### src/rtl/alu_arbiter.sv
// Round-robin arbiter that shares one external combinational ALU between two requesters.
// Each operation runs IDLE (grant) -> EXEC (ALU evaluates latched operands) -> DONE (ack pulse).
module alu_arbiter #(
    parameter int DATA_W = 16,
    parameter int CNT_W  = 8
) (
    input  logic              clk,
    input  logic              rst_n,
    input  logic              req0,
    input  logic              req1,
    input  logic [DATA_W-1:0] a0,
    input  logic [DATA_W-1:0] b0,
    input  logic [DATA_W-1:0] a1,
    input  logic [DATA_W-1:0] b1,
    input  logic [1:0]        op0,
    input  logic [1:0]        op1,
    output logic              ack0,
    output logic              ack1,
    output logic [DATA_W-1:0] res_data,
    output logic              res_of,
    output logic              res_id,
    output logic              busy,
    output logic [DATA_W-1:0] alu_a,
    output logic [DATA_W-1:0] alu_b,
    output logic [1:0]        alu_op,
    input  logic [DATA_W-1:0] alu_result,
    input  logic              alu_of,
    output logic [CNT_W-1:0]  of_count
);

    typedef enum logic [1:0] {IDLE, EXEC, DONE} state_t;

    state_t            state;
    state_t            next_state;
    logic [DATA_W-1:0] opa_q;
    logic [DATA_W-1:0] opb_q;
    logic [1:0]        op_q;
    logic              winner_q;
    logic              last_grant;
    logic              grant;
    logic              grant_id;

    // Next-state and arbitration; on a tie the requester that did not win last time goes first.
    always_comb begin
        next_state = state;
        grant      = 1'b0;
        grant_id   = 1'b0;
        case (state)
            IDLE: begin
                if (req0 || req1) begin
                    grant      = 1'b1;
                    grant_id   = (req0 && req1) ? ~last_grant : req1;
                    next_state = EXEC;
                end
            end
            EXEC:    next_state = DONE;
            DONE:    next_state = IDLE;
            default: next_state = IDLE;
        endcase
    end

    always_ff @(posedge clk or negedge rst_n) begin
        if (!rst_n) begin
            state <= IDLE;
        end else begin
            state <= next_state;
        end
    end

    // Operands are frozen at the grant edge so the ALU inputs never follow the request ports.
    always_ff @(posedge clk or negedge rst_n) begin
        if (!rst_n) begin
            opa_q      <= '0;
            opb_q      <= '0;
            op_q       <= 2'b00;
            winner_q   <= 1'b0;
            last_grant <= 1'b1;
            res_data   <= '0;
            res_of     <= 1'b0;
            res_id     <= 1'b0;
            of_count   <= '0;
        end else begin
            if (grant) begin
                opa_q      <= grant_id ? a1 : a0;
                opb_q      <= grant_id ? b1 : b0;
                op_q       <= grant_id ? op1 : op0;
                winner_q   <= grant_id;
                last_grant <= grant_id;
            end
            if (state == EXEC) begin
                res_data <= alu_result;
                res_of   <= alu_of;
                res_id   <= winner_q;
            end
            if (state == DONE && res_of && of_count != '1) begin
                of_count <= of_count + 1'b1;
            end
        end
    end

    assign ack0   = (state == DONE) && !res_id;
    assign ack1   = (state == DONE) && res_id;
    assign busy   = (state != IDLE);
    assign alu_a  = opa_q;
    assign alu_b  = opb_q;
    assign alu_op = op_q;

endmodule

### config.mk
export PLATFORM = sky130hd
export DESIGN_NAME = alu_arbiter
export DESIGN_NICKNAME = d
export VERILOG_FILES = /design/src/rtl/alu_arbiter.sv
export SDC_FILE = /design/constraint.sdc
export NUM_CORES = 1
export LEC_CHECK = 0
export BUFFER_PORTS_ARGS = -buffer_cell sky130_fd_sc_hd__buf_2
export CAP_MARGIN = 20
export CORE_ASPECT_RATIO = 2
export CORE_MARGIN = 2
export CORE_UTILIZATION = 49
export CTS_CLUSTER_DIAMETER = 80
export CTS_CLUSTER_SIZE = 20
export DETAILED_ROUTE_END_ITERATION = 12
export GPL_TIMING_DRIVEN = 0
export PLACE_DENSITY_LB_ADDON = 0.12
export SETUP_SLACK_MARGIN = 0.4
export SLEW_MARGIN = 5
export SYNTH_ARGS = -nofsm -noshare
export SYNTH_HDL_FRONTEND = slang
export SYNTH_SLANG_ARGS = --single-unit
### constraint.sdc
create_clock -name clk -period 4.7 [get_ports clk]
set_clock_uncertainty 0.1 [all_clocks]
set_input_delay 0.47 -clock clk [delete_from_list [all_inputs] [get_ports clk]]
set_output_delay 0.47 -clock clk [all_outputs]
set_load 0.005 [all_outputs]
Yosys cells after proc, flatten, opt, wreduce, memory -nomap -nowiden

Index checks and enable logic that the tools add are counted.
Widths: inputs -> output; s select.

Register bits: 64
Latch bits: 0
Bits in writable memories: 0
Memory bits (read-only): 0
Input port bits: 89
Output and inout bits: 63
Word-level logic and storage cells: 35
Memories kept: 0

Add/sub/neg operators: 1
$mul: 0
Div/mod/pow operators: 0
Order comparisons: 0
Equal/unequal tests: 4
Shift-type cells: 0
Mux-type cells: 10
Bitwise logic cells: 1
Reduce and logical (&&, ||, !) cells: 9

Operators with widths:

| operator            | count |
|---|---|
| $mux 16             | 2 |
| $add 8x1->8 const B | 1 |
| $ne 8x8->1 const B  | 1 |
| $logic_and 1x1->1   | 5 |
| $mux 1              | 5 |
| $mux 2              | 2 |
| $pmux 2 s2          | 1 |
| $eq 2x1->1 const B  | 1 |
| $eq 2x2->1 const B  | 1 |
| $logic_not 2->1     | 1 |
| $ne 2x2->1 const B  | 1 |
| $reduce_bool 2->1   | 1 |
| $logic_not 1->1     | 1 |
| $logic_or 1x1->1    | 1 |
| $not 1->1           | 1 |

Depth between registers and ports, before layout

Gate-level depths: netlist (run 1).

Depth in word-level cells: 5
Mapped depth: 5
Depth with buffers taken out: 4

Worst setup path after synthesis (run 1)

Ideal clock, no wire load.

Path type: reg2reg
Start: reg of_count[0]
End: reg of_count[1]
Library setup time: 125 ps
Arrival time: 1384 ps
Data required time: 4475 ps
Setup slack: 3091 ps
Cell stages (with the launch flop): 5
Buffers on the path: 0
Clock period less this slack: 1609 ps
Cell sequence: dfrtp_1 ha_1 nand4_1 o21ai_0 mux2_2

Cells in the longest elaborated chain, start to end: 2
Elaborated cells between the ends (all ways): 3
Classes of those cells: add/sub (1); eq/ne (1); reduce/logical (1)

Ends and longest elaborated chain:

| item                                                                | line | source |
|---|---|---|
| start: declaration                                                  | 28   | `output logic [CNT_W-1:0] of_count` |
| start signal: assignment                                            | 96   | `of_count <= of_count + 1'b1;` |
| parallel branches: the longest is 2 deep, another holds $add 8x1->8 | n/a  |  |

Several ways; the timed one is not identified.
A chain may end at the register's enable or synchronous reset.

Worst setup path in the final report (run 1)

Start: reg state[1]
End: out busy

Cells in the longest elaborated chain, start to end: 1

Ends and longest elaborated chain:

| item                     | line | source |
|---|---|---|
| start: declaration       | 33   | `state_t state;` |
| start signal: assignment | 66   | `state <= next_state;` |
| $reduce_bool 2->1        | 103  | `assign busy = (state != IDLE);` |
| end: declaration         | 22   | `output logic busy,` |

Every way passes these cells.

==> reports/qor.yml, run 1 <==
port_buffers: 151
vdd_ir_drop_max_uv: 327
floorplan.die_area_mm2: 0.00688
rr_startpoint: "of_count[0]$_DFFE_PN0P_"
yosys_warnings: 0
chipHeight_um: 115
tightestPinTransition_ns: 0.797
clock_tree_from_tritoncts: "yes"
postSynthRegisterBits: 64
final_nets: 537
insertedDiodeCount: 0
synth.most_common_cell: "sky130_fd_sc_hd__dfrtp_1"
syn-instance-count: 285
hpwl_um: 6120
boundaryPins: 152
max-clock-path-buffers: 2
worst_setup_hold_path_clk_slew_ns: 0.05
p_leak_nw: 2.06
placedCellCount: 499
latest_clock_arrival_within_the_worst_skew_pair_ns: 0.32
grtUsageTotal_pct: 25.6
number_of_enable_type_register_cells_in_the_synthesized_netlist: 0
layout_worst_path_cycle_share_pct: 45.1
antenna_found_initial: 0
ctsRootBufferMaster: "sky130_fd_sc_hd__clkbuf_16"
synth_top_cells_by_area: "sky130_fd_sc_hd__dfrtp_1 52%, sky130_fd_sc_hd__o31ai_1 8.2%, sky130_fd_sc_hd__mux2_2 7.8%, sky130_fd_sc_hd__a21oi_1 5.6%, sky130_fd_sc_hd__o21ai_0 5.6%"
critical_path.startpoint_type: "flop"
yosysTopAreaCell: "sky130_fd_sc_hd__dfrtp_1"
post_synth_num_cell_types: 40
global_route_wire_length_before_repair_um: 13200
timing.hold.worst.class: "input port to async pin"
postCtsSetupRepairBufs: 0
crit_required_ns: 4.13
max_cap_violations: 0
floorplan.initialDensity_pct: 50.6
ff2ff_path_depth: 4
cts.sinks: 64
finalWirelength_um: 8300
detailroute.via_count: 2859
final_area_mm2: 0.00416
cts_hold_buf: 0
synth_top_cells_by_count: "63 x sky130_fd_sc_hd__dfrtp_1, 37 x sky130_fd_sc_hd__nor2_1, 34 x sky130_fd_sc_hd__a21oi_1, 34 x sky130_fd_sc_hd__o21ai_0, 33 x sky130_fd_sc_hd__o31ai_1"
die_width_um: 59.7
drt_iter0_markers: 147
worst-setup-path-type: "flop to output port"
placed_cell_area_mm2: 0.00387
num-fill-cells: 505
slew_headroom_pct: 46.9
fp.coreArea_mm2: 0.00601
synthesis.area_mm2: 0.00304
drt_drc_violations_left: 0
vias_per_cell: 5.55
final_cells: 515
final_max_slew_viol_count: 0
place.gp.congestion: 0.853
setup.worst_path.end_class: "output port"
post_cts.resized_instances: 0
grt-ovfl-total: 0
firstDrtPassIters: 6
cts_made_buffers: 9
fin_tns_setup_ns: 0
p_per_area_mw_per_mm2: 663
synthFlopType: "sky130_fd_sc_hd__dfrtp_1"
rsz0062_at_grt: "false"
finalHoldViolCount: 0
critPathMaxFanout: 10
run_status: "finished, final reports clean"
pin_count_of_the_biggest_net_entering_global_routing: 65
ys_async_sr_fraction_pct: 100
synthDominantCellAreaShare_pct: 51.9
drive_above_1_share_pct: 46.0
clock_tree.htree_level_count: 3
row_count: 40
area_growth_syn_to_layout_pct: 36.8
synth.net_count: 375
timing.final.crit_period_ns: 2.12
vias_in_the_first_global_route: 2855
r2r-end: "of_count[1]$_DFFE_PN0P_"
syn_avg_cell_area_um2: 10.7
critical_path_arrival_ns: 1.55
setup_viol: 0
synth_sequential_area_ratio_pct: 52.8
rrSetupSlack_ns: 2.90
antenna_left: 0
max_freq_mhz: 472
drt-wirelength-per-cell_um: 16.1
how the worst max path moves through the flow:
stage / start / end / slack [ns]
3_3_place_gp: rst_n / alu_b[7]$_DFFE_PN0P_ / 2.82
3_5_place_dp: req0 / alu_a[7]$_DFFE_PN0P_ / 2.88
6_report: state[1]$_DFFE_PN0P_ / busy / 2.58
2_1_floorplan: of_count[0]$_DFFE_PN0P_ / of_count[1]$_DFFE_PN0P_ / 3.09
4_1_cts: state[1]$_DFFE_PN0P_ / busy / 2.56
5_1_grt: state[1]$_DFFE_PN0P_ / busy / 2.49
sequential cells by signal, summed over array words and instances (netlist names):
name        cells
state           2
alu_a          16
last_grant      1
res_id          1
res_data       16
res_of          1
winner_q        1
alu_b          16
of_count        8
alu_op          2
layer usage:
metal  vias up  global-route usage (%)  routed length, µm  share of wire, %
met5         -                       0                  0                 0
met4         0                    14.1                300               3.6
met2       113                    42.5               4600                55
li1       1359                       -                  -                 -
met3        22                    5.74                400               4.8
met1      1365                    29.4               3000                36
power by group:
part,total (W),switching (W),leakage [nW],internal (W)
registers,0.000971,0.000155,0.781,0.000817
clock network,0.000626,0.000225,0.137,0.000401
logic,0.00116,0.000585,1.14,0.000571
total,0.00275,0.000965,2.06,0.00179
stage by stage:
step | util, % | hold WS [ns] | setup slack, ns | power, W
2_1_floorplan | - | 0.0744 | 3.09 | 0.00166
3_3_place_gp | 64.5 | 0.370 | 2.82 | 0.00210
3_5_place_dp | 64.5 | 0.387 | 2.88 | 0.00215
4_1_cts | 69.2 | 0.156 | 2.56 | 0.00278
5_1_grt | 69.2 | 0.186 | 2.49 | 0.00296
6_report | 69.2 | 0.122 | 2.58 | 0.00275
worst max-delay path, cell delays in order, from the launching register on:
cell and delay [ns]:
sky130_fd_sc_hd__dfrtp_1 0.43, sky130_fd_sc_hd__nor2_4 0.34, sky130_fd_sc_hd__inv_2 0.16, sky130_fd_sc_hd__buf_6 0.17
sky130_fd_sc_hd__buf_2 0.12
layout by cell type (no fill, tap or decap), types with 2 or more instances in the layout:
master / count
sky130_fd_sc_hd__clkbuf_16: 9
sky130_fd_sc_hd__buf_6: 9
sky130_fd_sc_hd__nor4_1: 2
sky130_fd_sc_hd__nand2_1: 5
sky130_fd_sc_hd__clkbuf_8: 4
sky130_fd_sc_hd__clkbuf_1: 9
sky130_fd_sc_hd__mux2_2: 21
sky130_fd_sc_hd__nor2_1: 37
sky130_fd_sc_hd__nand4_1: 2
sky130_fd_sc_hd__a22o_2: 2
sky130_fd_sc_hd__a21oi_1: 34
sky130_fd_sc_hd__inv_1: 4
sky130_fd_sc_hd__o31ai_1: 33
sky130_fd_sc_hd__buf_4: 5
sky130_fd_sc_hd__buf_2: 152
sky130_fd_sc_hd__o21a_1: 2
sky130_fd_sc_hd__xnor2_1: 2
sky130_fd_sc_hd__o21ai_0: 34
sky130_fd_sc_hd__dfrtp_1: 63
sky130_fd_sc_hd__nand2b_1: 2
area by class of cell:
class | count | area, µm² | share of cell area [%]
Sequential cell | 64 | 1600 | 38.6
Multi-Input combinational cell | 195 | 1240 | 29.9
Timing Repair Buffer | 151 | 758 | 18.2
Clock buffer | 16 | 282 | 6.78
Buffer | 21 | 174 | 4.19
Tap cell | 63 | 78.8 | 1.90
Inverter | 5 | 18.8 | 0.452
logic make-up (layout without fill, tap and decap cells):
| group | after synthesis | count (layout) | share of synthesized area (%) |
|---|---|---|---|
| buffers and inverters | 26 | 193 | 6.35 |
| XOR/XNOR | 2 | 2 | 0.577 |
| adder cells (fa/ha/maj) | 1 | 1 | 0.412 |
| multiplexers | 22 | 22 | 8.12 |
| AND/OR/NAND/NOR | 56 | 56 | 8.32 |
| flip-flops | 64 | 64 | 52.8 |
| AO/OA/AOI/OAI | 114 | 114 | 23.4 |
Power figures use the tool's default switching activity.
==> run 2: changes to the inputs <==
- CORE_UTILIZATION: 49 -> 41
- clock period: 4.7 -> 1.78 ns (I/O delays scaled with it)
==> run 2 against run 1 <==
Against the previous run:
- core utilization increased by 10 points
- via count rose by 13%
- global-route usage rose by 0.43 points
- flip-flop and latch count is the same
- hold slack got worse by 0.12 ns
- sequential share of layout area down 10 points
- final cell count is 16% higher
- design area up 37%
- register-to-register slack worse by 2.6 ns
- sequential power grew to 2.8 times the previous value
- combinational power grew to 5.1 times the previous value
- clock power grew to 2.9 times the previous value
==> reports/qor.yml, run 2 (synthesis results as in run 1) <==
run_status: "finished, final reports clean"  # unchanged
place.gp.congestion: 0.814  # was 0.853
power_frac_comb_pct: 56.6  # was 42.0%
p_leak_nw: 2.62  # was 2.06 nW
clock_tree_from_tritoncts: "yes"  # unchanged
p_per_area_mw_per_mm2: 1830  # was 663 mW/mm²
clock_tree.htree_level_count: 3  # unchanged
grt-ovfl-total: 0  # unchanged
slew_headroom_pct: 58.6  # was 46.9%
drt_iter0_markers: 164  # was 147
cpMostUsedCell: "sky130_fd_sc_hd__buf_6"
finalHoldViolCount: 0  # unchanged
timing.final.crit_period_ns: 1.52
timing.hold.worst.class: "input port to flop"  # was input port to async pin
max_cap_violations: 0  # unchanged
final_max_slew_viol_count: 0  # unchanged
clockPowerShare_pct: 17.6  # was 22.7%
latest_clock_arrival_within_the_worst_skew_pair_ns: 0.32  # about the same
crit_required_ns: 1.50  # was 4.13 ns
cpLargestDelayFamily: "flip-flops"  # was buffers and inverters
floorplan.initialDensity_pct: 42.1  # was 50.6%
tightestPinTransition_ns: 0.619  # was 0.797 ns
hpwl_um: 6430  # was 6120 µm
boundaryPins: 152  # unchanged
multiInputGateArea_mm2: 0.00195  # was 0.00124 mm²
layout_worst_path_cycle_share_pct: 85.2
area_growth_syn_to_layout_pct: 88.0  # was 36.8%
fp.coreArea_mm2: 0.00721  # was 0.00601 mm²
layout.cells.most_common: "sky130_fd_sc_hd__buf_2"  # unchanged
max_freq_mhz: 659
rr_startpoint: "state[0]$_DFFE_PN0P_"  # was of_count[0]$_DFFE_PN0P_
drive_above_1_share_pct: 68.4  # was 46.0%
netSwitchingFraction_pct: 36.7  # was 35.0%
worst_setup_hold_path_clk_slew_ns: 0.05  # about the same
floorplan.die_area_mm2: 0.00815  # was 0.00688 mm²
setup_viol: 0  # unchanged
netSwitchingPower_w: 0.00383  # was 0.000965 W
worst_setup_path_startpoint: "state[0]$_DFFE_PN0P_"  # was state[1]$_DFFE_PN0P_
final_nets: 592  # was 537
worst-setup-path-type: "flop to output port"  # unchanged
fin_tns_setup_ns: 0  # unchanged
pin_count_of_the_biggest_net_entering_global_routing: 65  # unchanged
power.total_w: 0.0104  # was 0.00275 W
cts.sinks: 64  # unchanged
ctsRootBufferMaster: "sky130_fd_sc_hd__clkbuf_16"  # unchanged
power_report.internal_total_w: 0.00660  # was 0.00179 W
vias_in_the_first_global_route: 3326  # was 2,855
drt_drc_violations_left: 0  # unchanged
critical_path_arrival_ns: 1.24  # was 1.55 ns
insertedDiodeCount: 0  # unchanged
vias_per_cell: 5.40  # was 5.55
detailroute.via_count: 3236  # was 2,859
row_count: 44  # was 40
hp-start: "alu_result[6]"
finalWirelength_um: 10900  # was 8300 µm
timing.critical_path.buf_inv: 3  # unchanged
commonest_cells_after_routing_fill_and_taps_aside: "149 x sky130_fd_sc_hd__buf_2, 59 x sky130_fd_sc_hd__dfrtp_1, 30 x sky130_fd_sc_hd__nor2_1"  # was 152 x sky130_fd_sc_hd__buf_2, 63 x sky130_fd_sc_hd__dfrtp_1, 37 x sky130_fd_sc_hd__nor2_1
critPathMaxFanout: 5  # was 10
firstDrtPassIters: 4  # was 6
antenna_found_initial: 0  # unchanged
port_buffers: 151  # unchanged
chipHeight_um: 126  # was 115 µm
die_width_um: 64.9  # was 59.7 µm
cts_made_buffers: 9  # unchanged
seq_area_mm2: 0.00161  # was 0.00160 mm²
grtUsageTotal_pct: 26.0  # was 25.6%
global_route_wire_length_before_repair_um: 16200  # was 13,200 µm
setup.worst_path.end_class: "output port"  # unchanged
critical_path.cell_chain: "nor2_4, inv_4, buf_6, buf_6"  # was nor2_4, inv_2, buf_6, buf_2
power.sequential.fraction_pct: 25.8  # was 35.3%
rsz0062_at_grt: "true"  # was false
num-fill-cells: 479  # was 505
antenna_left: 0  # unchanged
max-clock-path-buffers: 2  # unchanged
timing.critical_path.slowest_stage_cell: "sky130_fd_sc_hd__dfrtp_2"  # was sky130_fd_sc_hd__dfrtp_1
drt-wirelength-per-cell_um: 18.2  # was 16.1 µm
vdd_ir_drop_max_uv: 1180  # was 327 µV
worst_path_largest_cell_delay_ns: 0.45  # was 0.43 ns
critical_path.startpoint_type: "flop"  # unchanged
## run 2: final timing paths
kind | end | slack [ns] | depth (start not counted)
max in group asynchronous | state[1]$_DFFE_PN0P_ | 0.83 | 2
worst min-delay path | res_data[6]$_DFFE_PN0N_ | 0.003 | 2
worst max-delay path | busy | 0.26 | 4
min in group asynchronous | res_data[9]$_DFFE_PN0N_ | 0.31 | 2
worst min register to register | alu_a[7]$_DFFE_PN0P_ | 0.39 | 2
worst max register to register | alu_op[0]$_DFFE_PN0P_ | 0.27 | 5
## run 2: layer usage
layer / up-vias / routed length (µm) / GRT usage (%)
met3: 29 / 489 / 4.38
met4: 0 / 423 / 12.1
met5: - / 0 / 0
met2: 115 / 6380 / 49.2
met1: 1615 / 3630 / 26.6
li1: 1477 / - / -
## run 2: power groups by stage
| stage | registers [W] | clock network, W | logic, W |
|---|---|---|---|
| after floorplan | 0.00262 | 0 | 0.00194 |
| after global placement | 0.00257 | 0 | 0.00320 |
| after detailed placement | 0.00261 | 0 | 0.00327 |
| after CTS | 0.00261 | 0.00186 | 0.00494 |
| after global routing | 0.00276 | 0.00191 | 0.00625 |
| final | 0.00269 | 0.00184 | 0.00590 |
## run 2: final cells by class
cell class | instances | area share [%]
Tap cell | 92 | 2.02
Multi-Input combinational cell | 195 | 34.2
Clock inverter | 2 | 0.614
Clock buffer | 14 | 4.98
Sequential cell | 64 | 28.2
Buffer | 21 | 4.95
Timing Repair Buffer | 206 | 24.7
Inverter | 5 | 0.416
## run 2: worst register-to-register path, stage by stage, from the launching register on
cell                      delay [ns]
sky130_fd_sc_hd__dfrtp_2        0.45
sky130_fd_sc_hd__nor2_4         0.19
sky130_fd_sc_hd__buf_12         0.14
sky130_fd_sc_hd__o21ai_4        0.13
sky130_fd_sc_hd__buf_4          0.20
sky130_fd_sc_hd__o31ai_1        0.22
## run 2: through the flow
step                setup WS [ns]  hold WS, ns  utilization, %  instances  cell area [µm²]
finish                      0.263      0.00287            79.1        599             5710
detailed placement         0.0854        0.228            55.1        528             3980
floorplan                   0.282       -0.218               -        285             3100
global placement           0.0684        0.311            55.1        528             3970
global route                0.209       0.0134            79.1        599             5710
CTS                         0.288      0.00253            72.3        590             5220
## run 2: what timing repair did
item                                    in CTS  in global routing
cloned                                       8                  2
hold buffers                                17                  0
pin swaps                                   38                 17
gates resized for setup                    116                 73
setup buffers                               21                  7
endpoints found under the hold margin       79                  0
endpoints found under the setup margin      54                 69
